### src/rtl/grid_sweep_ctrl.sv
// grid_sweep_ctrl: repeatedly sweeps a row-wide grid memory in place and
// clears every set cell with fewer than THRESH set 8-neighbours. A run ends
// on the first sweep that clears nothing, or when the round limit is hit.
module grid_sweep_ctrl #(
    parameter int unsigned WIDTH  = 10,
    parameter int unsigned DEPTH  = 10,
    parameter int unsigned THRESH = 4,
    parameter int unsigned CNT_W  = 32,
    parameter int unsigned RND_W  = 16,
    localparam int unsigned AW    = (DEPTH > 1) ? $clog2(DEPTH) : 1
) (
    input  logic             clk,
    input  logic             rst_n,
    input  logic             start_i,
    input  logic [RND_W-1:0] max_rounds_i,
    output logic             mem_rd_en_o,
    output logic [AW-1:0]    mem_rd_addr_o,
    input  logic [WIDTH-1:0] mem_rd_data_i,
    output logic             mem_wr_en_o,
    output logic [AW-1:0]    mem_wr_addr_o,
    output logic [WIDTH-1:0] mem_wr_data_o,
    output logic             busy_o,
    output logic             done_o,
    output logic             timeout_o,
    output logic [CNT_W-1:0] total_removed_o,
    output logic [RND_W-1:0] rounds_o
);

    localparam int unsigned   PW       = $clog2(WIDTH + 1);
    localparam logic [AW-1:0] LAST_ROW = AW'(DEPTH - 1);

    localparam logic [2:0] S_IDLE  = 3'd0;
    localparam logic [2:0] S_LOAD  = 3'd1;
    localparam logic [2:0] S_CAP0  = 3'd2;
    localparam logic [2:0] S_FETCH = 3'd3;
    localparam logic [2:0] S_EVAL  = 3'd4;
    localparam logic [2:0] S_ENDR  = 3'd5;
    localparam logic [2:0] S_DONE  = 3'd6;

    logic [2:0]       state_q, state_d;
    logic [AW-1:0]    row_q, row_d;
    logic [WIDTH-1:0] prev_q, prev_d;
    logic [WIDTH-1:0] cur_q, cur_d;
    logic [CNT_W-1:0] round_cnt_q, round_cnt_d;
    logic [CNT_W-1:0] total_q, total_d;
    logic [RND_W-1:0] rounds_q, rounds_d;
    logic [RND_W-1:0] max_rounds_q, max_rounds_d;
    logic             timeout_q, timeout_d;
    logic             busy_q, busy_d;
    logic             done_q, done_d;

    logic             not_last_c;
    logic [WIDTH-1:0] nxt_c;
    logic [WIDTH-1:0] new_c;
    logic [PW-1:0]    rem_c;
    logic [WIDTH+1:0] prev_ext, cur_ext, nxt_ext;
    logic [3:0]       ncnt;

    assign not_last_c = (row_q < LAST_ROW);

    // Row evaluation: neighbour count per column, clear weak set cells
    always_comb begin
        nxt_c    = not_last_c ? mem_rd_data_i : '0;
        prev_ext = {1'b0, prev_q, 1'b0};
        cur_ext  = {1'b0, cur_q, 1'b0};
        nxt_ext  = {1'b0, nxt_c, 1'b0};
        new_c    = cur_q;
        rem_c    = '0;
        ncnt     = '0;
        for (int c = 0; c < int'(WIDTH); c++) begin
            ncnt = 4'(prev_ext[c]) + 4'(prev_ext[c+1]) + 4'(prev_ext[c+2])
                 + 4'(cur_ext[c])                     + 4'(cur_ext[c+2])
                 + 4'(nxt_ext[c])  + 4'(nxt_ext[c+1]) + 4'(nxt_ext[c+2]);
            if (cur_q[c] && (32'(ncnt) < THRESH)) begin
                new_c[c] = 1'b0;
                rem_c    = rem_c + PW'(1);
            end
        end
    end

    // Next-state and register updates for the sweep sequencer
    always_comb begin
        state_d      = state_q;
        row_d        = row_q;
        prev_d       = prev_q;
        cur_d        = cur_q;
        round_cnt_d  = round_cnt_q;
        total_d      = total_q;
        rounds_d     = rounds_q;
        max_rounds_d = max_rounds_q;
        timeout_d    = timeout_q;
        case (state_q)
            S_IDLE: begin
                if (start_i) begin
                    total_d      = '0;
                    rounds_d     = '0;
                    timeout_d    = 1'b0;
                    max_rounds_d = max_rounds_i;
                    state_d      = S_LOAD;
                end
            end
            S_LOAD: begin
                prev_d      = '0;
                round_cnt_d = '0;
                state_d     = S_CAP0;
            end
            S_CAP0: begin
                cur_d   = mem_rd_data_i;
                row_d   = '0;
                state_d = S_FETCH;
            end
            S_FETCH: state_d = S_EVAL;
            S_EVAL: begin
                round_cnt_d = round_cnt_q + CNT_W'(rem_c);
                total_d     = total_q + CNT_W'(rem_c);
                prev_d      = new_c;
                cur_d       = nxt_c;
                if (not_last_c) begin
                    row_d   = row_q + AW'(1);
                    state_d = S_FETCH;
                end else begin
                    state_d = S_ENDR;
                end
            end
            S_ENDR: begin
                rounds_d = (rounds_q == '1) ? rounds_q : rounds_q + RND_W'(1);
                if (round_cnt_q == '0) begin
                    state_d = S_DONE;
                end else if ((max_rounds_q != '0) &&
                             (({1'b0, rounds_q} + (RND_W+1)'(1)) == {1'b0, max_rounds_q})) begin
                    timeout_d = 1'b1;
                    state_d   = S_DONE;
                end else begin
                    state_d = S_LOAD;
                end
            end
            S_DONE:  state_d = S_IDLE;
            default: state_d = S_IDLE;
        endcase
        busy_d = (state_d == S_LOAD) || (state_d == S_CAP0) || (state_d == S_FETCH) ||
                 (state_d == S_EVAL) || (state_d == S_ENDR);
        done_d = (state_q == S_DONE);
    end

    // State and status registers
    always_ff @(posedge clk or negedge rst_n) begin
        if (!rst_n) begin
            state_q      <= S_IDLE;
            row_q        <= '0;
            prev_q       <= '0;
            cur_q        <= '0;
            round_cnt_q  <= '0;
            total_q      <= '0;
            rounds_q     <= '0;
            max_rounds_q <= '0;
            timeout_q    <= 1'b0;
            busy_q       <= 1'b0;
            done_q       <= 1'b0;
        end else begin
            state_q      <= state_d;
            row_q        <= row_d;
            prev_q       <= prev_d;
            cur_q        <= cur_d;
            round_cnt_q  <= round_cnt_d;
            total_q      <= total_d;
            rounds_q     <= rounds_d;
            max_rounds_q <= max_rounds_d;
            timeout_q    <= timeout_d;
            busy_q       <= busy_d;
            done_q       <= done_d;
        end
    end

    // Memory port: read row 0 in LOAD, row r+1 in FETCH, write row r in EVAL
    always_comb begin
        mem_rd_en_o   = 1'b0;
        mem_rd_addr_o = '0;
        mem_wr_en_o   = 1'b0;
        mem_wr_addr_o = '0;
        mem_wr_data_o = '0;
        case (state_q)
            S_LOAD: mem_rd_en_o = 1'b1;
            S_FETCH: begin
                if (not_last_c) begin
                    mem_rd_en_o   = 1'b1;
                    mem_rd_addr_o = row_q + AW'(1);
                end
            end
            S_EVAL: begin
                mem_wr_en_o   = 1'b1;
                mem_wr_addr_o = row_q;
                mem_wr_data_o = new_c;
            end
            default: ;
        endcase
    end

    assign busy_o          = busy_q;
    assign done_o          = done_q;
    assign timeout_o       = timeout_q;
    assign total_removed_o = total_q;
    assign rounds_o        = rounds_q;

endmodule

### config.mk
export PLATFORM = sky130hd
export DESIGN_NAME = grid_sweep_ctrl
export DESIGN_NICKNAME = d
export VERILOG_FILES = /design/src/rtl/grid_sweep_ctrl.sv
export SDC_FILE = /design/constraint.sdc
export NUM_CORES = 1
export LEC_CHECK = 0
export BUFFER_PORTS_ARGS = -buffer_cell sky130_fd_sc_hd__buf_4
export CORE_MARGIN = 8
export CORE_UTILIZATION = 60
export DETAILED_ROUTE_END_ITERATION = 8
export GPL_ROUTABILITY_DRIVEN = 0
export HOLD_SLACK_MARGIN = 0.06
export PLACE_DENSITY_LB_ADDON = 0.2
export SETUP_SLACK_MARGIN = 0.5
export SLEW_MARGIN = 40
export SYNTH_ARGS = -nofsm -noshare
export SYNTH_HDL_FRONTEND = slang
export SYNTH_SLANG_ARGS = --single-unit
### constraint.sdc
create_clock -name clk -period 21.2 [get_ports clk]
set_input_delay 3.18 -clock clk [delete_from_list [all_inputs] [get_ports clk]]
set_output_delay 3.18 -clock clk [all_outputs]
set_load 0.02 [all_outputs]
# Word-level counts from Yosys, hierarchy flattened
# Cells that the tools add are included.
# W data, S select, Z words.
# op_classes
n_addsub,77
mul,0
div_mod_pow,0
order_cmp,11
eq_ne,18
shifts,0
mux,47
bitwise_logic,0
n_reduce_logical,27
# op_table
op,n
$add A4 B1 Y4,36
$pmux W32 S2,2
$add A32 B4 Y32,2
$mux W4,13
$add A4 B1 Y4 const B,10
$lt A4 B3 Y1 const B,10
$pmux W10 S2,2
$add A3 B1 Y4,9
$logic_not A32 Y1,1
$mux W16,2
$mux W32,1
$pmux W16 S2,1
$add A2 B1 Y3,9
$mux W10,2
$add A1 B1 Y2,9
$pmux W3 S6,1
$add A16 B1 Y17 const B,1
$eq A17 B16 Y1,1
$add A16 B1 Y16 const B,1
$eq A16 B16 Y1 const B,1
$mux W1,16
$reduce_bool A16 Y1,1
$eq A3 B3 Y1 const B,5
$eq A3 B2 Y1 const B,4
other kinds (13),40
# totals
reg_bits,126
latch_bits,0
ram_bits,0
romBits,0
input_bits,29
out_inout_bits,71
word_cells,191
mem_count,0

# Logic depth before layout (Yosys ltp)
# Gate-level depths: netlist (run 1).
# depth
depth_word,28
mapped_depth,44
ltp_nobuf,43

# Worst setup path after synthesis (run 1)
# No wires, ideal clock.
# synth_timing
kind,input-to-reg
startpoint,input port mem_rd_data_i[0]
endpoint,register total_q[30] (netlist: total_removed_o[30])
setup_time_ps,118
t_arrival_ps,10871
t_required_ps,21082
slack_ps,10211
path_stages,37
path_buffers,0
cell_sequence,and2_1 > fa_1 > inv_1 > fa_1 > inv_1 > ha_1 > a21o_1 > a211oi_1 > nand2_1 > inv_1 > ha_1 > xnor2_1 > inv_1 > ha_1 > and4b_1 > a311o_1 > o21a_1 > xnor2_1 > mux2_2 > ha_1 > xor2_1 > o31ai_1 > a31o_2 > ha_1 > nand3_1 > xnor2_1 > xor2_1 > and4bb_1 > xnor3_1 > ha_1 > a221oi_1 > or3_1 > nor2_1 > nand4_1 > nor2_1 > and3b_1 > a21o_1
# synth_between
elab_chain_len,26
elab_cells_between_ends,31
cone_classes,add/sub (15); order compare (2); mux (12); reduce/logical (2)
# synth_rtl
item,line_no,rtl
start: declaration,18,"input logic [WIDTH-1:0] mem_rd_data_i,"
$mux W10 *,63,nxt_c = not_last_c ? mem_rd_data_i : '0;
$add A4 B1 Y4 (2 in a row),73,+ 4'(nxt_ext[c]) + 4'(nxt_ext[c+1]) + 4'(nxt_ext[c+2]);
$lt A4 B3 Y1,74,if (cur_q[c] && (32'(ncnt) < THRESH)) begin
$logic_and A1 B1 Y1,74,
$mux W1,74,
$add A4 B1 Y4,76,rem_c = rem_c + PW'(1);
$mux W4 *,74,
$add A4 B1 Y4,76,
[... 9 more ...],n/a,
$add A4 B1 Y4,76,
$mux W4 *,74,
$add A4 B1 Y4,76,
$mux W4 *,74,
$add A4 B1 Y4,76,
$mux W4 *,74,
$add A32 B4 Y32 *,115,total_d = total_q + CNT_W'(rem_c);
$pmux W32 S2 *,92,case (state_q)
end signal: assignment,165,total_q <= total_d;
end: declaration,45,"logic [CNT_W-1:0] total_q, total_d;"
# Mark *: on every way between the ends. The rest lies on a longest branch, timed or not.
# A chain may end at the register's enable or synchronous reset.

# Worst setup path after layout (run 1)
# layout_timing
startpoint,input port mem_rd_data_i[0]
endpoint,register round_cnt_q[30]
# layout_between
elab_chain_len,26
elab_cells_between_ends,31
cone_classes,add/sub (15); order compare (2); mux (12); reduce/logical (2)
# layout_rtl
item,line_no,rtl
$mux W10 *,63,
$add A4 B1 Y4 (2 in a row),73,
$lt A4 B3 Y1,74,
$logic_and A1 B1 Y1,74,
$mux W1,74,
$add A4 B1 Y4,76,
$mux W4 *,74,
$add A4 B1 Y4,76,
[... 9 more ...],n/a,
$add A4 B1 Y4,76,
$mux W4 *,74,
$add A4 B1 Y4,76,
$mux W4 *,74,
$add A4 B1 Y4,76,
$mux W4 *,74,
$add A32 B4 Y32 *,114,round_cnt_d = round_cnt_q + CNT_W'(rem_c);
$pmux W32 S2 *,92,
end signal: assignment,164,round_cnt_q <= round_cnt_d;
end: declaration,44,"logic [CNT_W-1:0] round_cnt_q, round_cnt_d;"
# Marks and branches as above.

==> reports/results.ini, run 1 <==
[detailed_routing]
avgViaCountPerCell = 6.06
post-route-drc-count = 0
wl_mm = 20.8
drt_first_iter_violations = 471
drt_pass1_iterations = 5
wl_per_cell_um = 17.7
via_count = 7131
postRouteAntennaNets = 0

[sta]
drv_slew = 0
fin_skew_ns = 0.00718
final_hold_viol_count = 0
setup-violations-final = 0
fmax_ghz = 0.0852
rsz0062_at_grt = false
tns_ns = 0
post-route-period-util_pct = 55.3
final.min_clock_period_ns = 11.73
max_slew_margin_pct = 47.8
tightest_slew_ns = 0.783

[synthesis]
ys_seq_area_share_pct = 37.2
avgSynthCellArea_um2 = 9.46
synth-edff-count = 0
synth_top_cell_by_area = dfrtp_1
ys_warn_count = 0
synth_flop_cell = dfrtp_1
netlist.area_leader.share_pct = 37.2
synth_cell_type_count = 63
synthTopCellsByArea = dfrtp_1, ha_1, fa_1, nand2_1, o21ai_0
syn_inst = 897
synthArstFlopShare_pct = 100
ys_ff_latch = 126
synth_nets = 997
syn_area_um2 = 8480

[clock_network]
root_buffer = clkbuf_16
clkLatencyLatePin_ns = 0.43
clk_pin_slew_ns = 0.06
post_cts_buffers = 0
cts_tree = yes
h-tree-depth = 4
cts_num_sinks = 126
clock_path_buffers = 2
ctsHoldBuffers = 0
cts_resized = 0
cts_buffers = 17

[layout]
fin_nets = 1084
area_delta_synth_final_pct = 18.1
diodes = 0
drive_above_1_share_pct = 16.9
fin_util_pct = 72.4

[floorplan]
start_util_pct = 61.4
core_area_um2 = 13800
die_w_um = 135
rows = 43
die-area_um2 = 18200
ioPinCount = 100
dieHeight_um = 135

[placed_design]
dp_hpwl_mm = 14.7
io_buffers = 99

[critical_path]
start_kind = primary input
crit_end = round_cnt_q[30]
timing.rr.start = row_q[0]
crit_top_cell = ha_1
rr_endpoint = round_cnt_q[30]
r2r_cells = 43
critPathLaunch = mem_rd_data_i[0]
cp_slowest_stage_delay_ns = 0.48
cp.required_ns = 21.51
arrival_ns = 12.04
cp_max_fo = 5
crit_path_end_kind = register
rrSetupSlack_ns = 11.27
criticalPathCategory = in2reg
cpMaxStageDelayCell = fa_1

[grt]
grt_max_degree = 78
grt_first_pass_wirelength_mm = 34.9
grt.overflow.total = 0
grt_pass1_vias = 7071
track_usage_pct = 23.9
antenna_found_initial = 0

[pwr]
clockPowerShare_pct = 15.6
power.density_nw_per_um2 = 202
p_sw_share_pct = 45.2
switchingPower_w = 0.000914
p_seq_share_pct = 18.1
internal_power_w = 0.00111
p_comb_share_pct = 66.3
irDropWorstVdd_uv = 163
power.leakage_nw = 4.89

[worst_hold_path]
hold_class = reg2reg

[outcome]
status = finished, final reports clean

[run]
drv_cap = 0

[sequential cells by signal, indices dropped and copies added, names as in the netlist]
register         cells
round_cnt_q         32
total_removed_o     32
max_rounds_q        16
rounds_o            16
cur_q               10
prev_q              10
row_q                4
state_q              3
busy_o               1
done_o               1
timeout_o            1
[synthesized netlist by cell type, drive strengths merged, types with 5 or more instances]
library cell	n
clkbuf	30
nand4	18
xnor2	28
o21ai	66
dfrtp	126
xor2	19
and3	22
o31ai	25
a21oi	20
a22o	12
a31oi	7
nor2	49
mux2i	28
inv	59
nor2b	7
and2	10
o211ai	18
ha	44
nand3	60
nand2	105
buf	5
fa	27
or3	5
mux2	20
a21o	18
nor4	15
[area by class of cell]
| type | instances | area [um2] |
|---|---|---|
| repair buffers | 103 | 777 |
| multi-input cells | 676 | 4990 |
| flip-flops and latches | 126 | 3150 |
| inverters | 60 | 225 |
| clock inverters | 10 | 159 |
| clock buffers | 22 | 484 |
| well taps | 180 | 225 |
| fillers | 1021 | 3810 |
[worst min-delay path by stage]
stage / start / endpoint / slack [ns] / cells after the start
final: total_removed_o[31] / total_removed_o[31] / 0.48 / 1
after global routing: total_removed_o[31] / total_removed_o[31] / 0.50 / 1
after CTS: total_removed_o[31] / total_removed_o[31] / 0.48 / 1
after detailed placement: total_removed_o[31] / total_removed_o[31] / 0.47 / 1
after global placement: total_removed_o[31] / total_removed_o[31] / 0.47 / 1
after floorplan: round_cnt_q[31] / round_cnt_q[31] / 0.45 / 1
[metal layers]
layer / vias up / GRT usage, % / wire, um / part of all wire, %
li1: 3395 / - / - / -
met1: 3473 / 30.1 / 8950 / 43
met3: 46 / 5.87 / 1180 / 5.7
met5: - / 0 / 0 / 0
met2: 217 / 38.0 / 10100 / 49
met4: 0 / 10.9 / 534 / 2.6
[cells by family (layout without fill, tap and decap cells)]
family	after synthesis	count (layout)	synth area share (%)
AND/OR/NAND/NOR	312	312	18.1
XOR/XNOR	51	51	6.45
multiplexers	48	48	5.96
flip-flops	126	126	37.2
buffers and inverters	95	195	4.20
adder cells (fa/ha/maj)	71	71	12.9
AO/OA/AOI/OAI	194	194	15.2
[power by group through the flow]
stage,clock network [W],registers [W],logic (W)
floorplan,0,0.000353,0.00104
global placement,0,0.000366,0.00125
detailed placement,0,0.000368,0.00129
CTS,0.000319,0.000364,0.00133
global route,0.000331,0.000376,0.00149
finish,0.000314,0.000366,0.00134
[critical path, delay by kind of cell]
family / cells / cell delay (ns)
fa+ha+maj: 8 / 2.60
simple gates: 11 / 2.06
compound gates: 7 / 1.85
xor+xnor: 6 / 1.51
mux: 2 / 0.42
buf+inv: 5 / 0.39
[cells in the final DEF (no fill, tap or decap), drive strengths merged, types with 4 or more instances in the layout]
cell and count:
nor3 4, mux2 20, a21oi 20, nor2b 7, mux2i 28, nor2 49
nand3 60, dfrtp 126, nor4 15, nand4 18, xnor3 4, a21o 18
nand2 105, buf 103, or3 5, xnor2 28, and3 22, clkbuf 22
o211ai 18, o31ai 25, inv 59, fa 27, ha 44, and2 10
xor2 19, a31oi 7, o21ai 66, bufinv 4, clkinv 5, a22o 12
[per-stage QoR]
step / cell area, um2 / worst slack (ns) / instances / total power (W) / hold WS, ns
finish: 10000 / 9.47 / 1177 / 0.00202 / 0.477
global route: 10000 / 8.90 / 1177 / 0.00220 / 0.504
CTS: 10000 / 9.54 / 1177 / 0.00202 / 0.483
detailed placement: 9370 / 9.32 / 1145 / 0.00165 / 0.474
global placement: 9350 / 9.61 / 1145 / 0.00161 / 0.466
floorplan: 8480 / 10.21 / 897 / 0.00139 / 0.454
(Power assumes the default switching activity.)
==> run 2, diff against run 1 <==
--- a/config.mk
+++ b/config.mk
@@ -7,7 +7,7 @@
 export LEC_CHECK = 0
 export BUFFER_PORTS_ARGS = -buffer_cell sky130_fd_sc_hd__buf_4
 export CORE_MARGIN = 8
-export CORE_UTILIZATION = 60
+export CORE_UTILIZATION = 54
 export DETAILED_ROUTE_END_ITERATION = 8
 export GPL_ROUTABILITY_DRIVEN = 0
 export HOLD_SLACK_MARGIN = 0.06
==> constraint.sdc (replaced) <==
create_clock -name clk -period 9.9 [get_ports clk]
set_input_delay 1.485 -clock clk [delete_from_list [all_inputs] [get_ports clk]]
set_output_delay 1.485 -clock clk [all_outputs]
set_load 0.02 [all_outputs]
==> run 2 against run 1 <==
Compared with the run above:
- clock power is 110% higher
- final area is 1.6% higher
- combinational power up 120%
- highest routed layer unchanged
- flip-flop and latch count unchanged
- sequential power up 110%
- clock-buffer cell count shrank 2
- critical path depth down 2
- first-iteration DRC count shrank 31%
- register-to-register slack got worse by 10 ns
==> reports/results.ini, run 2 (same netlist as run 1, synthesis figures left out) <==
[clock_network]
cts_tree = yes
ctsHoldBuffers = 0
h-tree-depth = 4
clkLatencyLatePin_ns = 0.42
cts_buffers = 17
clock_path_buffers = 2
clk_pin_slew_ns = 0.06
cts_num_sinks = 126
root_buffer = clkbuf_16

[run]
drv_cap = 0

[critical_path]
crit_path_end_kind = register
rrSetupSlack_ns = 1.16
arrival_ns = 9.35
cp_slowest_stage_delay_ns = 0.48
criticalPathCategory = in2reg
start_kind = primary input
crit_top_cell = ha_1
cp_max_fo = 4
cpMaxStageDelayCell = fa_1
cp.required_ns = 10.20

[detailed_routing]
drt_first_iter_violations = 326
post-route-drc-count = 0
wl_met3_mm = 1.06
avgViaCountPerCell = 5.75
drt_pass1_iterations = 5
wl_per_cell_um = 16.9
postRouteAntennaNets = 0
route.layer.met1.wl_mm = 9.23
wl_met2_mm = 10.1
top_layer_used = met4
wl_mm = 20.7
via_count = 7011

[sta]
drv_slew = 0
setup-violations-final = 0
max_slew_margin_pct = 47.1
tightest_slew_ns = 0.793
rsz0062_at_grt = false
fmax_ghz = 0.111
fin_skew_ns = 0.0113
final_hold_viol_count = 0
post-route-period-util_pct = 91.4
final.min_clock_period_ns = 9.05
setup_ws_ns = 0.851

[pwr]
finalPower_w = 0.00435
power.density_nw_per_um2 = 428
irDropWorstVdd_uv = 383
power.leakage_nw = 4.92

[outcome]
status = finished, final reports clean

[grt]
track_usage_pct = 21.6
grt.overflow.total = 0
grt_pass1_vias = 7179
grt_first_pass_wirelength_mm = 35.1
grt_max_degree = 70
antenna_found_initial = 0

[floorplan]
start_util_pct = 54.4
dieHeight_um = 141
ioPinCount = 100
die-area_um2 = 20000
die_w_um = 141
rows = 46
core_area_um2 = 15600

[placed_design]
dp_hpwl_mm = 14.7
io_buffers = 99
dp_slack_ns = -0.00367

[layout]
area_delta_synth_final_pct = 20.0
final_cell_mix = dfrtp_1, buf_4, nand2_1, o21ai_0
diodes = 0
final_common_cell = dfrtp_1
n_fill_cell = 1296
fin_nets = 1091
drive_above_1_share_pct = 18.9

[worst_hold_path]
hold_class = reg2reg

-- run 2: power by group --
group          leakage (nW)  switching (W)  internal [W]  total, W
sequential             1.69       0.000167      0.000616  0.000783
clock                 0.299       0.000239      0.000424  0.000663
combinational          2.92        0.00152       0.00138   0.00291
total                  4.92        0.00193       0.00242   0.00435
-- run 2: path summary, 6_finish.rpt --
path                                      from             endpoint  cells past startpoint
setup / recovery              mem_rd_data_i[0]  total_removed_o[31]                     37
hold / removal             total_removed_o[31]  total_removed_o[31]                      1
setup reg to reg                      row_q[0]  total_removed_o[31]                     40
hold reg to reg            total_removed_o[31]  total_removed_o[31]                      1
max in group asynchronous                rst_n             row_q[0]                      2
min in group asynchronous                rst_n       round_cnt_q[0]                      1
-- run 2: final cells by class --
| class | count | area [um2] | area share (%) |
|---|---|---|---|
| multi-input cells | 676 | 5080 | 49.9 |
| well taps | 216 | 270 | 2.66 |
| clock buffers | 20 | 437 | 4.29 |
| clock inverters | 12 | 185 | 1.82 |
| repair buffers | 110 | 830 | 8.15 |
| flip-flops and latches | 126 | 3150 | 31.0 |
| inverters | 60 | 225 | 2.21 |
-- run 2: repair_timing --
| item | 4_1_cts | 5_1_grt |
|---|---|---|
| setup endpoints to repair | 9 | 44 |
| cloned | 0 | 0 |
| pin swaps | 0 | 9 |
| buffers inserted | 0 | 2 |
| resized for setup | 4 | 15 |
-- run 2: per-layer routing --
| layer | global-route usage (%) | vias up |
|---|---|---|
| met4 | 6.05 | 0 |
| met2 | 36.1 | 139 |
| li1 | - | 3408 |
| met1 | 27.2 | 3440 |
| met5 | 0 | - |
| met3 | 5.75 | 24 |
-- run 2: stage by stage --
step | util (%) | TNS (ns) | cells | instance area [um2] | hold slack (ns)
final | 65.2 | 0 | 1220 | 10200 | 0.479
after global routing | 65.2 | 0 | 1220 | 10200 | 0.513
after detailed placement | 60.6 | -0.00367 | 1186 | 9450 | 0.473
after CTS | 64.7 | 0 | 1218 | 10100 | 0.485
after global placement | 60.5 | 0 | 1186 | 9440 | 0.467
after floorplan | - | 0 | 897 | 8480 | 0.454
-- run 2: critical path: cells and delay by family --
family,cells,cell delay (ns)
adder cells (fa/ha/maj),9,2.90
buffers and inverters,5,0.41
multiplexers,3,0.72
AO/OA/AOI/OAI,10,1.93
XOR/XNOR,3,0.49
AND/OR/NAND/NOR,7,1.42
